===== src/rtl/bht_ghist.sv =====
// Gshare conditional branch predictor: a flop-based counter table indexed by PC XOR speculative GHR,
// with mispredict repair of the GHR and a sequential clear sweep after reset or flush.
module bht_ghist #(
  parameter int unsigned XLEN         = 64,
  parameter int unsigned NR_ENTRIES   = 128,
  parameter int unsigned NR_ROWS      = 2,
  parameter int unsigned HIST_BITS    = 3,
  parameter int unsigned CTR_BITS     = 2,
  parameter int unsigned INDEX_OFFSET = 1
) (
  input  logic                 clk_i,
  input  logic                 rst_i,
  input  logic                 flush_i,
  input  logic                 debug_mode_i,
  output logic                 ready_o,
  input  logic                 lookup_valid_i,
  input  logic [XLEN-1:0]      vpc_i,
  output logic [NR_ROWS-1:0]   pred_valid_o,
  output logic [NR_ROWS-1:0]   pred_taken_o,
  output logic [HIST_BITS-1:0] ghist_o,
  input  logic                 spec_push_i,
  input  logic                 spec_taken_i,
  input  logic                 upd_valid_i,
  input  logic [XLEN-1:0]      upd_pc_i,
  input  logic [HIST_BITS-1:0] upd_ghist_i,
  input  logic                 upd_taken_i,
  input  logic                 mispredict_i
);

  localparam int unsigned NR_SETS  = NR_ENTRIES / NR_ROWS;
  localparam int unsigned SET_BITS = (NR_SETS > 1) ? $clog2(NR_SETS) : 1;
  localparam int unsigned ROW_BITS = (NR_ROWS > 1) ? $clog2(NR_ROWS) : 1;
  localparam logic [CTR_BITS-1:0] CTR_INIT = {1'b0, {(CTR_BITS-1){1'b1}}};
  localparam logic [CTR_BITS-1:0] CTR_MAX  = {CTR_BITS{1'b1}};
  localparam logic [CTR_BITS-1:0] CTR_ONE  = {{(CTR_BITS-1){1'b0}}, 1'b1};
  localparam logic [SET_BITS-1:0] SET_LAST = SET_BITS'(NR_SETS - 1);

  typedef enum logic {ST_INIT = 1'b0, ST_RUN = 1'b1} state_e;

  state_e                                     state_q;
  logic [SET_BITS-1:0]                        sweep_q;
  logic                                       ready_q;
  logic [HIST_BITS-1:0]                       ghist_q, ghist_d;
  logic [NR_SETS-1:0][NR_ROWS-1:0]            valid_q;
  logic [NR_SETS-1:0][NR_ROWS-1:0][CTR_BITS-1:0] ctr_q;

  logic [SET_BITS-1:0] lkp_set, upd_set;
  logic [ROW_BITS-1:0] upd_row;
  logic [CTR_BITS-1:0] upd_ctr_cur, upd_ctr_new;
  logic                upd_en, hist_en;

  wire unused_bits = ^{vpc_i, upd_pc_i};

  assign lkp_set = vpc_i[INDEX_OFFSET+ROW_BITS +: SET_BITS] ^ SET_BITS'(ghist_q);
  assign upd_set = upd_pc_i[INDEX_OFFSET+ROW_BITS +: SET_BITS] ^ SET_BITS'(upd_ghist_i);
  assign upd_row = upd_pc_i[INDEX_OFFSET +: ROW_BITS];

  assign hist_en = (state_q == ST_RUN) && !debug_mode_i && !flush_i;
  assign upd_en  = hist_en && upd_valid_i;

  // Saturating counter step and GHR next-state; the truncating cast also covers HIST_BITS == 1
  always_comb begin
    upd_ctr_cur = ctr_q[upd_set][upd_row];
    upd_ctr_new = upd_ctr_cur;
    if (upd_taken_i && (upd_ctr_cur != CTR_MAX)) begin
      upd_ctr_new = upd_ctr_cur + CTR_ONE;
    end else if (!upd_taken_i && (upd_ctr_cur != '0)) begin
      upd_ctr_new = upd_ctr_cur - CTR_ONE;
    end else begin
      upd_ctr_new = upd_ctr_cur;
    end

    ghist_d = ghist_q;
    if (upd_valid_i && mispredict_i) begin
      ghist_d = HIST_BITS'({upd_ghist_i, upd_taken_i});
    end else if (spec_push_i) begin
      ghist_d = HIST_BITS'({ghist_q, spec_taken_i});
    end else begin
      ghist_d = ghist_q;
    end
  end

  // Zero-latency lookup of all rows in the indexed set
  always_comb begin
    pred_valid_o = '0;
    pred_taken_o = '0;
    for (int r = 0; r < NR_ROWS; r++) begin
      pred_valid_o[r] = lookup_valid_i & ready_q & valid_q[lkp_set][r];
      pred_taken_o[r] = pred_valid_o[r] & ctr_q[lkp_set][r][CTR_BITS-1];
    end
  end

  // Init/run FSM with the single table write port shared by sweep and update
  always_ff @(posedge clk_i) begin
    if (rst_i) begin
      state_q <= ST_INIT;
      sweep_q <= '0;
      ready_q <= 1'b0;
      ghist_q <= '0;
    end else if (flush_i) begin
      state_q <= ST_INIT;
      sweep_q <= '0;
      ready_q <= 1'b0;
      ghist_q <= '0;
    end else begin
      case (state_q)
        ST_INIT: begin
          for (int r = 0; r < NR_ROWS; r++) begin
            valid_q[sweep_q][r] <= 1'b0;
            ctr_q[sweep_q][r]   <= CTR_INIT;
          end
          sweep_q <= sweep_q + SET_BITS'(1);
          if (sweep_q == SET_LAST) begin
            state_q <= ST_RUN;
            ready_q <= 1'b1;
          end
        end
        ST_RUN: begin
          if (upd_en) begin
            valid_q[upd_set][upd_row] <= 1'b1;
            ctr_q[upd_set][upd_row]   <= upd_ctr_new;
          end
          if (hist_en) begin
            ghist_q <= ghist_d;
          end
        end
        default: begin
          state_q <= ST_INIT;
          sweep_q <= '0;
          ready_q <= 1'b0;
        end
      endcase
    end
  end

  assign ready_o = ready_q;
  assign ghist_o = ghist_q;

endmodule

===== config.mk =====
export PLATFORM = sky130hd
export DESIGN_NAME = bht_ghist
export DESIGN_NICKNAME = d
export VERILOG_FILES = /design/src/rtl/bht_ghist.sv
export SDC_FILE = /design/constraint.sdc
export NUM_CORES = 1
export LEC_CHECK = 0
export BUFFER_PORTS_ARGS = -buffer_cell sky130_fd_sc_hd__buf_2
export CAP_MARGIN = 10
export CORE_UTILIZATION = 40
export DETAILED_ROUTE_END_ITERATION = 16
export REMOVE_ABC_BUFFERS = 1
export SLEW_MARGIN = 15
export SYNTH_ARGS = -nofsm -noshare
export SYNTH_HDL_FRONTEND = slang
export SYNTH_SLANG_ARGS = --single-unit

===== constraint.sdc =====
create_clock -name clk_i -period 5.9 [get_ports clk_i]
set_input_delay 1.18 -clock clk_i [delete_from_list [all_inputs] [get_ports clk_i]]
set_output_delay 1.18 -clock clk_i [all_outputs]
set_load 0.005 [all_outputs]

* After elaboration in Yosys (flattened, before gate mapping) *
Index checks and enable logic that the tools add are counted.

word-level totals
  flip-flop bits (word level) = 395
  latch bits = 0
  memory bits (writable) = 0
  bits in read-only memories = 0
  input bits = 141
  output and inout port bits = 8
  logic and storage cells = 283
  memories = 0

operators by class
  add/sub/neg operators = 3
  $mul = 0
  divide/modulo/power cells = 0
  magnitude comparators = 7
  equal/unequal tests = 3
  shift operators = 0
  mux-type cells = 35
  bitwise logic cells = 21
  reduce and logical (&&, ||, !) cells = 18

operators with widths
  kind                                                                number
  AND 128 bit                                                         4
  NOT 128 bit                                                         4
  case mux 256 bit (2 select lines)                                   1
  bitwise OR 128 bit                                                  3
  bitwise mux 256 bit                                                 1
  2-to-1 mux 256 bit                                                  1
  case mux 128 bit (2 select lines)                                   1
  2-to-1 mux 128 bit                                                  1
  demux 4 bit (select 6 bit)                                          3
  binary-select mux 4 bit (select 6 bit)                              2
  demux 2 bit (select 6 bit)                                          3
  less-than comparator 6 x 7 -> 1 bit (second input constant)         3
  2-to-1 mux 2 bit                                                    9
  2-to-1 mux 4 bit                                                    4
  binary-select mux 2 bit (select 6 bit)                              1
  greater-or-equal comparator 6 x 1 -> 1 bit (second input constant)  2
  bitwise XOR 6 x 3 -> 6 bit                                          2
  logical AND 1 bit                                                   9
  adder 6 x 1 -> 6 bit (second input constant)                        1
  == test 6 bit (second input constant)                               1
  2-to-1 mux 3 bit                                                    2
  AND reduction 3 bit                                                 2
  AND 1 bit                                                           5
  2-to-1 mux 1 bit                                                    4
  13 further kinds                                                    18

* Depth between registers and ports, before layout *
  depth after elaboration = 12
  mapped depth = 20
  gate-level depth less buffers = 13

* Worst setup path after synthesis *
Ideal clock, no wire load.

  kind = input -> output
  start = input vpc_i[2]
  end = output pred_taken_o[0]
  data arrival time = 4441 ps
  required time = 4720 ps
  path slack = 279 ps
  stages on the path = 7
  path buffers = 2
  cell sequence = xnor2_1 clkbuf_1 buf_2 mux4_2 mux4_2 mux4_2 and2_1

on the way
  word-level cells in the longest chain between the ends = 5
  elaborated cells on any way between the ends = 7

ends and longest elaborated chain
  what                                    line  RTL
  from (decl)                             17    input logic [XLEN-1:0] vpc_i,
  bitwise XOR 6 x 3 -> 6 bit (*)          54    assign lkp_set = vpc_i[INDEX_OFFSET+ROW_BITS +: SET_BITS] ^ SET_BITS'(ghist_q);
  binary-select mux 2 bit (select 6 bit)  88    pred_valid_o[r] = lookup_valid_i & ready_q & valid_q[lkp_set][r];
  2-to-1 mux 2 bit                        n/a
  AND 1 bit                               88
  AND 1 bit (*)                           89    pred_taken_o[r] = pred_valid_o[r] & ctr_q[lkp_set][r][CTR_BITS-1];
  to (decl)                               19    output logic [NR_ROWS-1:0] pred_taken_o,

Every way passes the cells marked *; elsewhere a longest branch is shown, timed or not. The select of a mux whose other input is x is not followed.

* Final worst setup path *
  start = input vpc_i[2]
  end = output pred_taken_o[1]

on the way
  word-level cells in the longest chain between the ends = 5
  elaborated cells on any way between the ends = 7

ends and longest elaborated chain
  what                                    line
  bitwise XOR 6 x 3 -> 6 bit (*)          54
  binary-select mux 2 bit (select 6 bit)  88
  2-to-1 mux 2 bit (not written as such)  88
  AND 1 bit                               88
  AND 1 bit (*)                           89

Marked as above.

==> flow_summary.ini <==
[run_status]
status = finished, final reports clean

[clock_tree]
htreeDepth = 2
cts_tree = done
post_cts_buffers = 0
cts-hold-fix-buffers = 0
cts.sinks = 395
cts_resized = 0
cts-root-buf = clkbuf_16
clk_path_buf_depth = 3
insertion_delay_ps = 600
cts_buffers = 46
clk_pin_slew_ps = 50

[pwr]
power_frac_seq = 0.438
irDropWorstVdd_mv = 0.239
finalPower_mw = 7.49
pwr-share-comb = 0.190
leakage_nw = 8.81
p_per_area_nw_per_um2 = 287
power_switching_mw = 2.23
internal_power_mw = 5.26
swShare = 0.298
p_clk_frac = 0.372

[routing]
wl_um = 94200
vias_per_cell = 6.74
drtIter0Drc = 3465
via_count = 21700
drt-pass1-iter-count = 8
wl_per_cell_um = 29.2
ant_nets = 0
drc = 0

[timing]
layout_min_cycle_time_ps = 5490
tns_ps = 0
max_freq_mhz = 182
max_slew_margin = 0.120
tightest_slew_ps = 1320
rsz0062_at_grt = no
skew_ps = 13.2
final-hold-violation-count = 0
drv_slew = 0
post-route-period-util = 0.930
setup_viol = 0

[logic_synthesis]
syn_inst = 2443
synth.area.top_cells = edfxtp_1, nand2_1, mux4_2, nor2_1, o22ai_1
ys_ff_latch = 395
synth.top_cell.area_share = 0.499
asyncSetResetFlopFracSynth = 0
synth_largest_area_cell = edfxtp_1
ys.flop_type = edfxtp_1
syn_area_per_cell_um2 = 9.47
ys_types = 65
synth_warnings = 0
synth_edf_count = 384
yosysSeqAreaShare = 0.508
synthesis.area_um2 = 23100

[die]
ios = 149
die_y_um = 242
fp.dieW_um = 242
start_util = 0.408
coreArea_um2 = 56700
std_cell_rows = 87
die-area_um2 = 58800

[cells_and_area]
fillCellCount = 5353
nNetsFinal = 2578
n_antenna_cell = 0
stdcell_area_um2 = 26100
drive_gt1_frac = 0.138
area.growth.synth_to_final_pct = 12.8

[worst_setup_path]
crit_slowest_cell = mux4_2
worstPathCellList = buf_2, xnor2_2, buf_12, mux4_2, mux4_2, mux4_2, and3_1, and2_1, buf_2
crit_top_cell = mux4_2
cp_data_arrival_time_ps = 4310
worstPathRequired_ps = 4720
setup.worst_path.class = in -> out
critPathCaptureType = primary output
cp-start-kind = input port
crit_fanout = 22
slowest_delay_ps = 580

[placed_design]
portBuffers = 33
place.gp.congestion = 0.997
dp_hpwl_um = 64200
place_area_um2 = 24700

[global_route]
grt_pass1_vias = 20300
grt_overflow_total = 0
antenna_found_initial = 1
grt_max_degree = 125
grt_use_total = 0.315
grt_pass1_wl_um = 137000

[min_path]
hold_class = reg -> reg

[run]
drv_cap = 0
## synthesized netlist by cell type (all sizes together) (4+ instances only)
library cell	n
nand2	596
edfxtp	384
nor2	301
o21ai	252
a21oi	176
o22ai	147
clkbuf	146
mux4	85
buf	55
nor3	29
a22oi	25
nand3	21
inv	18
o221ai	18
nor4	15
a221oi	13
dfxtp	11
a31oi	10
mux2	10
xnor2	9
nand4	8
o22a	8
a311oi	7
xor2	7
mux2i	6
or2	6
a221o	5
and2	5
and3	5
and3b	5
nand3b	5
or3b	5
nor3b	4
or3	4
## placed cells by master, fill, tap and decap left out, drive strengths merged, types with 6 or more instances in the layout
cell and n:
nand2 596, edfxtp 384, nor2 301, o21ai 252, a21oi 176, o22ai 147
buf 144, mux4 85, clkbuf 61, nor3 29, a22oi 25, nand3 21
clkinv 19, o221ai 18, inv 18, nor4 15, a221oi 13, dfxtp 11
a31oi 10, mux2 10, xnor2 9, o22a 8, nand4 8, a311oi 7
xor2 7, or2 6, mux2i 6
## kinds of logic (layout without fill, tap and decap cells)
kind of cell	Yosys count	in the layout	synth area share
adders and majority gates	3	3	0.00162
and+or+nand+nor	1016	1016	0.177
buffers and inverters	220	244	0.0414
AOI/OAI and AO/OA	692	692	0.175
muxes	101	101	0.0902
DFF	395	395	0.508
xor gates and xnor gates	16	16	0.00671
## cell type report
type | count | area (um2) | area share
Multi-Input combinational cell | 1828 | 10700 | 0.408
Clock buffer | 61 | 1270 | 0.0487
Tap cell | 756 | 946 | 0.0363
Sequential cell | 395 | 11800 | 0.451
Clock inverter | 20 | 139 | 0.00532
Timing Repair Buffer | 144 | 1250 | 0.0480
Inverter | 19 | 73.8 | 0.00283
## per-layer routing
metal,up-vias,GRT usage,routed length (um)
met1,10500,0.427,34600
met3,353,0.0763,13200
met4,0,0.167,5940
met5,-,0,0
met2,1836,0.467,40400
li1,9042,-,-
## critical path, delay by kind of cell
family,cells,cell delay [ps]
mux,3,1600
xor+xnor,1,380
buf+inv,3,580
simple gates,2,560
## sequential cells by signal, indices dropped and copies added, names as in the netlist
register  flops
sweep_q       6
ghist_o       3
ready_o       1
state_q       1
valid_q     128
ctr_q       256
## path summary, 6_finish.rpt
check,start,to,slack (ps),cells after the start
hold reg to reg,ghist_o[0],ghist_o[1],560,2
setup / recovery,vpc_i[2],pred_taken_o[1],410,9
hold / removal,ghist_o[0],ghist_o[1],560,2
setup reg to reg,ctr_q[56],ctr_q[254],1910,14
## metrics by stage
step	worst slack, ps	hold WS [ps]	cells	util
after floorplan	-7740	488	2242	-
after global placement	291	544	3142	0.435
after detailed placement	209	550	3142	0.435
after CTS	445	560	3223	0.460
after global routing	370	592	3223	0.460
final	414	559	3223	0.460
## power by group through the flow
| stage | Clock [mW] | Combinational (mW) | Sequential (mW) |
|---|---|---|---|
| global placement | 0 | 1.34 | 3.33 |
| finish | 2.79 | 1.42 | 3.28 |
| CTS | 2.79 | 1.37 | 3.28 |
| floorplan | 0 | 0.655 | 3.30 |
| detailed placement | 0 | 1.36 | 3.33 |
| global route | 2.89 | 1.45 | 3.29 |
(Power assumes the default switching activity.)
